<file path="src/rtl/dataless_rr_arbiter.sv">
// Dataless N:1 arbiter feeding one registered output slot (EMPTY/FULL), one token per cycle.
// Define DATALESS_ARB_ROUND_ROBIN_EN for round-robin selection; the default build is fixed priority.
module dataless_rr_arbiter #(
    parameter int NUM_INPUTS  = 4,
    parameter int INDEX_WIDTH = 2
) (
    input  logic                   clk,
    input  logic                   rst,
    input  logic [NUM_INPUTS-1:0]  ins_valid,
    output logic [NUM_INPUTS-1:0]  ins_ready,
    output logic                   outs_valid,
    input  logic                   outs_ready,
    output logic [INDEX_WIDTH-1:0] index
);

    typedef enum logic [0:0] {
        SLOT_EMPTY = 1'b0,
        SLOT_FULL  = 1'b1
    } slot_state_e;

    slot_state_e            state_q;
    slot_state_e            state_d;
    logic [INDEX_WIDTH-1:0] index_q;
    logic [INDEX_WIDTH-1:0] index_d;

    logic                   slot_open_s;
    logic                   grant_valid_s;
    logic [INDEX_WIDTH-1:0] grant_s;
    logic                   in_hs_s;
    logic [NUM_INPUTS-1:0]  ins_ready_s;

`ifdef DATALESS_ARB_ROUND_ROBIN_EN
    logic [INDEX_WIDTH-1:0] ptr_q;
    logic [INDEX_WIDTH-1:0] ptr_d;
    logic [INDEX_WIDTH:0]   cand_sum_s;
    logic [INDEX_WIDTH-1:0] cand_s;
    logic [INDEX_WIDTH:0]   ptr_next_sum_s;

    // Round-robin selection: first asserted requester at or above the pointer, wrapping to 0.
    always_comb begin
        grant_valid_s = 1'b0;
        grant_s       = {INDEX_WIDTH{1'b0}};
        cand_sum_s    = {(INDEX_WIDTH+1){1'b0}};
        cand_s        = {INDEX_WIDTH{1'b0}};
        for (int k = 0; k < NUM_INPUTS; k++) begin
            cand_sum_s = {1'b0, ptr_q} + (INDEX_WIDTH+1)'(k);
            if (cand_sum_s >= (INDEX_WIDTH+1)'(NUM_INPUTS)) begin
                cand_s = INDEX_WIDTH'(cand_sum_s - (INDEX_WIDTH+1)'(NUM_INPUTS));
            end else begin
                cand_s = cand_sum_s[INDEX_WIDTH-1:0];
            end
            if (ins_valid[cand_s] && !grant_valid_s) begin
                grant_valid_s = 1'b1;
                grant_s       = cand_s;
            end else begin
                grant_valid_s = grant_valid_s;
            end
        end
    end

    // Pointer moves just past the winner, only when a token is actually accepted.
    always_comb begin
        ptr_d          = ptr_q;
        ptr_next_sum_s = {1'b0, grant_s} + {{INDEX_WIDTH{1'b0}}, 1'b1};
        if (in_hs_s) begin
            if (ptr_next_sum_s >= (INDEX_WIDTH+1)'(NUM_INPUTS)) begin
                ptr_d = {INDEX_WIDTH{1'b0}};
            end else begin
                ptr_d = ptr_next_sum_s[INDEX_WIDTH-1:0];
            end
        end else begin
            ptr_d = ptr_q;
        end
    end

    // Round-robin pointer register.
    always_ff @(posedge clk or negedge rst) begin
        if (!rst) begin
            ptr_q <= {INDEX_WIDTH{1'b0}};
        end else begin
            ptr_q <= ptr_d;
        end
    end
`else
    // Fixed priority selection: lowest-numbered asserted requester wins.
    always_comb begin
        grant_valid_s = 1'b0;
        grant_s       = {INDEX_WIDTH{1'b0}};
        for (int i = 0; i < NUM_INPUTS; i++) begin
            if (ins_valid[i] && !grant_valid_s) begin
                grant_valid_s = 1'b1;
                grant_s       = INDEX_WIDTH'(i);
            end else begin
                grant_valid_s = grant_valid_s;
            end
        end
    end
`endif

    assign slot_open_s = (state_q == SLOT_EMPTY) || outs_ready;
    assign in_hs_s     = rst && slot_open_s && grant_valid_s;

    // One-hot ready to the selected requester; gated by reset so nothing is accepted while held.
    always_comb begin
        ins_ready_s = {NUM_INPUTS{1'b0}};
        if (in_hs_s) begin
            ins_ready_s[grant_s] = 1'b1;
        end else begin
            ins_ready_s = {NUM_INPUTS{1'b0}};
        end
    end

    // Slot next state: load on accept, drain on output-only handshake, otherwise hold.
    always_comb begin
        state_d = state_q;
        index_d = index_q;
        if (in_hs_s) begin
            state_d = SLOT_FULL;
            index_d = grant_s;
        end else if ((state_q == SLOT_FULL) && outs_ready) begin
            state_d = SLOT_EMPTY;
        end else begin
            state_d = state_q;
        end
    end

    // Output slot registers.
    always_ff @(posedge clk or negedge rst) begin
        if (!rst) begin
            state_q <= SLOT_EMPTY;
            index_q <= {INDEX_WIDTH{1'b0}};
        end else begin
            case (state_q)
                SLOT_EMPTY: state_q <= state_d;
                SLOT_FULL:  state_q <= state_d;
                default:    state_q <= SLOT_EMPTY;
            endcase
            index_q <= index_d;
        end
    end

    assign ins_ready  = ins_ready_s;
    assign outs_valid = (state_q == SLOT_FULL);
    assign index      = index_q;

endmodule

</file>
<file path="config.mk">
export PLATFORM = sky130hd
export DESIGN_NAME = dataless_rr_arbiter
export DESIGN_NICKNAME = d
export VERILOG_FILES = /design/src/rtl/dataless_rr_arbiter.sv
export SDC_FILE = /design/constraint.sdc
export NUM_CORES = 1
export LEC_CHECK = 0
export BUFFER_PORTS_ARGS = -buffer_cell sky130_fd_sc_hd__buf_2
export CORE_AREA = 5 5 42 44
export CTS_CLUSTER_SIZE = 20
export DETAILED_ROUTE_END_ITERATION = 8
export DIE_AREA = 0 0 47 49
export GPL_TIMING_DRIVEN = 0
export PLACE_DENSITY = 0.48
export REMOVE_ABC_BUFFERS = 1
export SLEW_MARGIN = 20
export SYNTH_ARGS = -nofsm -noshare
export SYNTH_HDL_FRONTEND = slang
export SYNTH_SLANG_ARGS = --single-unit
</file>
<file path="constraint.sdc">
create_clock -name clk -period 2.6 [get_ports clk]
set_input_delay 0.52 -clock clk [delete_from_list [all_inputs] [get_ports clk]]
set_output_delay 0.52 -clock clk [all_outputs]
set_load 0.05 [all_outputs]
</file>
==> out/qor.yml, run 1 <==
status: "finished, final reports clean"
globalplace.congestion: 0.727
rows: 14
path_clk_slew_ns: 0.04
coreArea_um2: 1400
timing.rr.start: "outs_valid$_DFFE_PN0P_"
cts-root-buf: "clkbuf_4"
cts_buffers: 3
place_hpwl_um: 437
gr-total-overflow: 0
fin_crit_sh_pct: 71.7
syn_avg_cell_area_um2: 9.63
fin_tns_setup_ns: 0
grtUsageTotal_pct: 6.14
yosysSeqAreaShare_pct: 39.0
drv_cap: 0
ys_warn_count: 0
cts_tree: "built"
synthesis.instances: 20
io_pins: 14
via_per_inst: 4.08
synth_top_area_share_pct: 39.0
htree_levels: 1
synth.largest_area_cell: "dfrtp_1"
leakagePower_nw: 0.168
wl_per_cell_um: 10.0
seqCellArea_um2: 75.1
start_kind: "primary input"
min_period_ns: 1.87
slew_violations: 0
maxSlewHeadroom_pct: 83.2
clk_latency_ns: 0.23
rsz0062_at_grt: "false"
ys_ff_latch: 3
multi_input_area_um2: 110
drive_gt1_share_pct: 56.8
fin_skew_ns: 0.000286
postCtsHoldBufs: 0
crit_type: "primary input to output pin"
ir_worst_vdd_mv: 0.171
reg2reg_slack_ns: 1.62
grt_max_degree: 9
final_core_util_pct: 21.7
die_w_um: 47
dieArea_um2: 2300
crit_top_cell: "buf_2"
cp_max_fo: 5
antenna_found_initial: 0
finalSetupViolations: 0
hold_viol_final: 0
worstMarginPinSlew_ns: 0.253
placed_cell_area_um2: 278
critical_path_arrival_ns: 1.35
max_freq_mhz: 536
cts_resized: 0
syn2layout_area_growth_pct: 57.8
die_h_um: 49
worstSetupEndpointType: "output pin"
cpPeakStageDelay_ns: 0.25
rr_worst_depth: 3
synth_area_um2: 193
synth_cell_types: 15
crit_slowest_cell: "buf_2"
hp-class: "primary input to async pin"
layout.nets: 45
cts_setup_buffers: 0
fillers: 162
antenna_cells: 0
netlist_top_cells_area: "dfrtp_1 (39%), nand2b_4 (7.1%), a31oi_1 (6.5%), and4b_2 (5.8%), o221a_1 (5.8%)"
antenna_left: 0
cts.path.max_buffers: 2
stdcell_count: 53
first_global_vias: 233
initial_core_util_pct: 13.8
io_buffers: 13
final_area_um2: 304
pwr_density_cell_nw_per_um2: 668
crit_required_ns: 2.08
placed_cells: 49
wl_um: 531
vias: 216
cts.sinks: 3
drc: 0
drt_pass1_iterations: 5
r2r_end: "index[0]$_DFFE_PN0P_"
grt_pass1_wl_um: 938
cp_cell_sequence: "buf_2 -> nand2b_4 -> and2_4 -> and4b_2 -> buf_2"
drt_iter0_drc: 2
-- final cells by class --
| cell class | count | share of cell area, % |
|---|---|---|
| multi-input combinational | 15 | 36.2 |
| tap | 16 | 6.58 |
| timing repair buffer | 13 | 21.4 |
| inverter | 2 | 2.47 |
| clock buffer | 4 | 8.64 |
| sequential | 3 | 24.7 |
-- critical path: cells and delay by family --
family | cells | cell delay, ns
buf+inv | 2 | 0.33
simple gates | 3 | 0.49
-- metal layers --
| layer | GRT usage (%) | up-vias | share of wire, % |
|---|---|---|---|
| li1 | - | 109 | - |
| met1 | 7.74 | 93 | 49 |
| met2 | 6.11 | 14 | 34 |
| met3 | 3.69 | 0 | 16 |
| met4 | 6.91 | 0 | 0 |
| met5 | 0 | - | 0 |
-- layout by cell type, fill, tap and decap left out --
| cell type | instances |
|---|---|
| o221a_1 | 1 |
| a31oi_1 | 2 |
| and4b_2 | 1 |
| nand2_1 | 1 |
| or2_1 | 1 |
| dfrtp_1 | 3 |
| nand3_1 | 1 |
| and2_4 | 1 |
| inv_1 | 2 |
| clkbuf_1 | 1 |
| a21oi_1 | 1 |
| buf_2 | 13 |
| nand2b_4 | 1 |
| and3_2 | 1 |
| clkbuf_4 | 3 |
| nor2_1 | 2 |
| and3b_2 | 1 |
| o31ai_1 | 1 |
-- per-stage QoR --
| stage | hold WS (ns) | worst slack (ns) | power, mW |
|---|---|---|---|
| after CTS | 0.102 | 0.723 | 0.209 |
| after detailed placement | 0.352 | 0.730 | 0.123 |
| after floorplan | 0.224 | 0.797 | 0.104 |
| final | 0.106 | 0.735 | 0.203 |
| after global placement | 0.353 | 0.726 | 0.123 |
| after global routing | 0.109 | 0.674 | 0.217 |
-- sequential cells by signal, summed over array words and instances, names as in the netlist --
register and count:
index 2, outs_valid 1
-- worst max path at each step --
stage	slack [ns]	end	from	cells after the start
after floorplan	0.80	ins_ready[3]	outs_valid$_DFFE_PN0P_	3
after global placement	0.73	ins_ready[3]	outs_ready	5
after detailed placement	0.73	ins_ready[3]	outs_ready	5
after CTS	0.72	ins_ready[3]	outs_valid$_DFFE_PN0P_	4
after global routing	0.67	ins_ready[3]	outs_valid$_DFFE_PN0P_	4
final	0.73	ins_ready[3]	outs_ready	5
-- cells by family after synthesis --
group	synth area share (%)
and+or+nand+nor	38.3
AOI/OAI and AO/OA	18.8
DFF	39.0
buffers and inverters	3.90
-- cell usage after synthesis (all sizes together) --
| library cell | count |
|---|---|
| a21oi | 1 |
| a31oi | 2 |
| and2 | 1 |
| and3 | 1 |
| and3b | 1 |
| and4b | 1 |
| dfrtp | 3 |
| inv | 2 |
| nand2 | 1 |
| nand2b | 1 |
| nand3 | 1 |
| nor2 | 2 |
| o221a | 1 |
| o31ai | 1 |
| or2 | 1 |
-- report_power, final --
group	switching, mW	total, mW	internal (mW)
Sequential	0.00446	0.0577	0.0532
Clock	0.0236	0.0811	0.0575
Combinational	0.0452	0.0644	0.0192
Power figures use the tool's default switching activity.
==> run 2, diff against run 1 <==
- clock period: 2.6 -> 1.85 ns (I/O delays scaled with it)
==> out/qor.yml, run 2 (same netlist as run 1, synthesis figures left out) <==
hp-class: "primary input to flop"  # was primary input to async pin
cp_max_fo: 5  # unchanged
final_common_cell: "buf_2"  # unchanged
fin_tns_setup_ns: 0  # unchanged
place_hpwl_um: 437  # unchanged
rsz0062_at_grt: "false"  # unchanged
pwr_density_cell_nw_per_um2: 916  # was 668 nW/um2
drc: 0  # unchanged
cts_setup_buffers: 0  # unchanged
antenna_found_initial: 0  # unchanged
rows: 14  # unchanged
cts_tree: "built"  # unchanged
crit_required_ns: 1.48  # was 2.08 ns
io_buffers: 13  # unchanged
fin_total_pwr_mw: 0.288  # was 0.203 mW
fin_skew_ns: 0.000265  # was 0.000286 ns
cts.path.max_buffers: 2  # unchanged
use_met1_pct: 8.19  # was 7.74%
drt_pass1_iterations: 2  # was 5
final_area_um2: 314  # was 304 um2
drive_gt1_share_pct: 55.3  # was 56.8%
path_clk_slew_ns: 0.04  # about the same
layout.nets: 46  # was 45
cts.sinks: 3  # unchanged
top_usage_layer: "met1"  # unchanged
min_period_ns: 1.71
grt_max_degree: 7  # was 9
vias: 219  # was 216
postCtsHoldBufs: 1  # was 0
worstMarginPinSlew_ns: 0.253  # about the same
antenna_cells: 0  # unchanged
maxSlewHeadroom_pct: 83.2  # unchanged
htree_levels: 1  # unchanged
placed_cell_area_um2: 278  # unchanged
syn2layout_area_growth_pct: 63.0  # was 57.8%
finalSetupViolations: 0  # unchanged
hold_viol_final: 0  # unchanged
largest_reg_flops: 2  # unchanged
gr-total-overflow: 0  # unchanged
wl_um: 559  # was 531 um
slew_violations: 0  # unchanged
max_freq_mhz: 585
cts_buffers: 3  # unchanged
coreArea_um2: 1400  # unchanged
wl_per_cell_um: 10.4  # was 10.0 um
die_h_um: 49  # unchanged
use_met3_pct: 3.69  # unchanged
globalplace.congestion: 0.727  # unchanged
dieArea_um2: 2300  # unchanged
clk_latency_ns: 0.23  # about the same
via_per_inst: 4.06  # was 4.08
grtUsageMet2_pct: 6.33  # was 6.11%
fin_crit_sh_pct: 92.4
mostFrequentLayoutCells: "buf_2 (13), clkbuf_4 (3), dfrtp_1 (3)"  # unchanged
antenna_left: 0  # unchanged
initial_core_util_pct: 13.8  # unchanged
cts-root-buf: "clkbuf_4"  # unchanged
first_global_vias: 237  # was 233
io_pins: 14  # unchanged
leakagePower_nw: 0.172  # was 0.168 nW
die_w_um: 47  # unchanged
ir_worst_vdd_mv: 0.239  # was 0.171 mV
grt_pass1_wl_um: 972  # was 938 um
cts_resized: 0  # unchanged
drv_cap: 0  # unchanged
status: "finished, final reports clean"  # unchanged
start_kind: "flop"  # was primary input
grtUsageTotal_pct: 6.35  # was 6.14%
critical_path_arrival_ns: 1.34  # was 1.35 ns
crit_type: "flop to output pin"  # was primary input to output pin
worstSetupEndpointType: "output pin"  # unchanged
drt_iter0_drc: 2  # unchanged
run 2: changes by cell type in the layout (fill, tap and decap cells not counted):
cell,change
dlygate4sd3_1,+1
run 2: path summary, 6_finish.rpt:
path | endpoint | startpoint | cells past startpoint | slack [ns]
setup reg to reg | index[0]$_DFFE_PN0P_ | outs_valid$_DFFE_PN0P_ | 3 | 0.87
hold / removal | outs_valid$_DFFE_PN0P_ | ins_valid[1] | 3 | 0.42
min in group asynchronous | outs_valid$_DFFE_PN0P_ | rst | 2 | 0.57
max in group asynchronous | index[1]$_DFFE_PN0P_ | rst | 2 | 1.14
setup / recovery | ins_ready[3] | outs_valid$_DFFE_PN0P_ | 4 | 0.14
hold reg to reg | index[1]$_DFFE_PN0P_ | index[1]$_DFFE_PN0P_ | 2 | 0.54
run 2: per-stage QoR:
step                      utilization [%]  std cells  hold WS, ns  setup WS [ns]
after floorplan                         -         20       0.0744          0.197
after global placement               19.8         49        0.203          0.276
after detailed placement             19.8         49        0.202          0.280
after CTS                            22.4         54        0.414          0.123
after global routing                 22.4         54        0.447         0.0742
final                                22.4         54        0.422          0.141
run 2: area by class of cell:
type                    instances  area [um2]
multi-input cells              15         110
well taps                      16        20.0
inverters                       2        7.51
fillers                       162        1090
clock buffers                   4        26.3
repair buffers                 14        75.1
flip-flops and latches          3        75.1
run 2: report_power, final:
| group | switching [mW] | internal (mW) | leakage, nW | total, mW |
|---|---|---|---|---|
| registers | 0.00640 | 0.0748 | 0.0352 | 0.0812 |
| clock network | 0.0333 | 0.0808 | 0.0150 | 0.114 |
| logic | 0.0641 | 0.0283 | 0.122 | 0.0925 |
run 2: layer usage:
metal  vias to the layer above  share of wire [%]
li1                        111                  -
met1                        94                 50
met2                        14                 34
met3                         0                 15
met4                         0                  0
met5                         -                  0
run 2: critical path, cell delays in order, from the launching register on:
cell,delay [ns]
dfrtp_1,0.39
nand2b_4,0.10
and2_4,0.16
and4b_2,0.20
buf_2,0.26
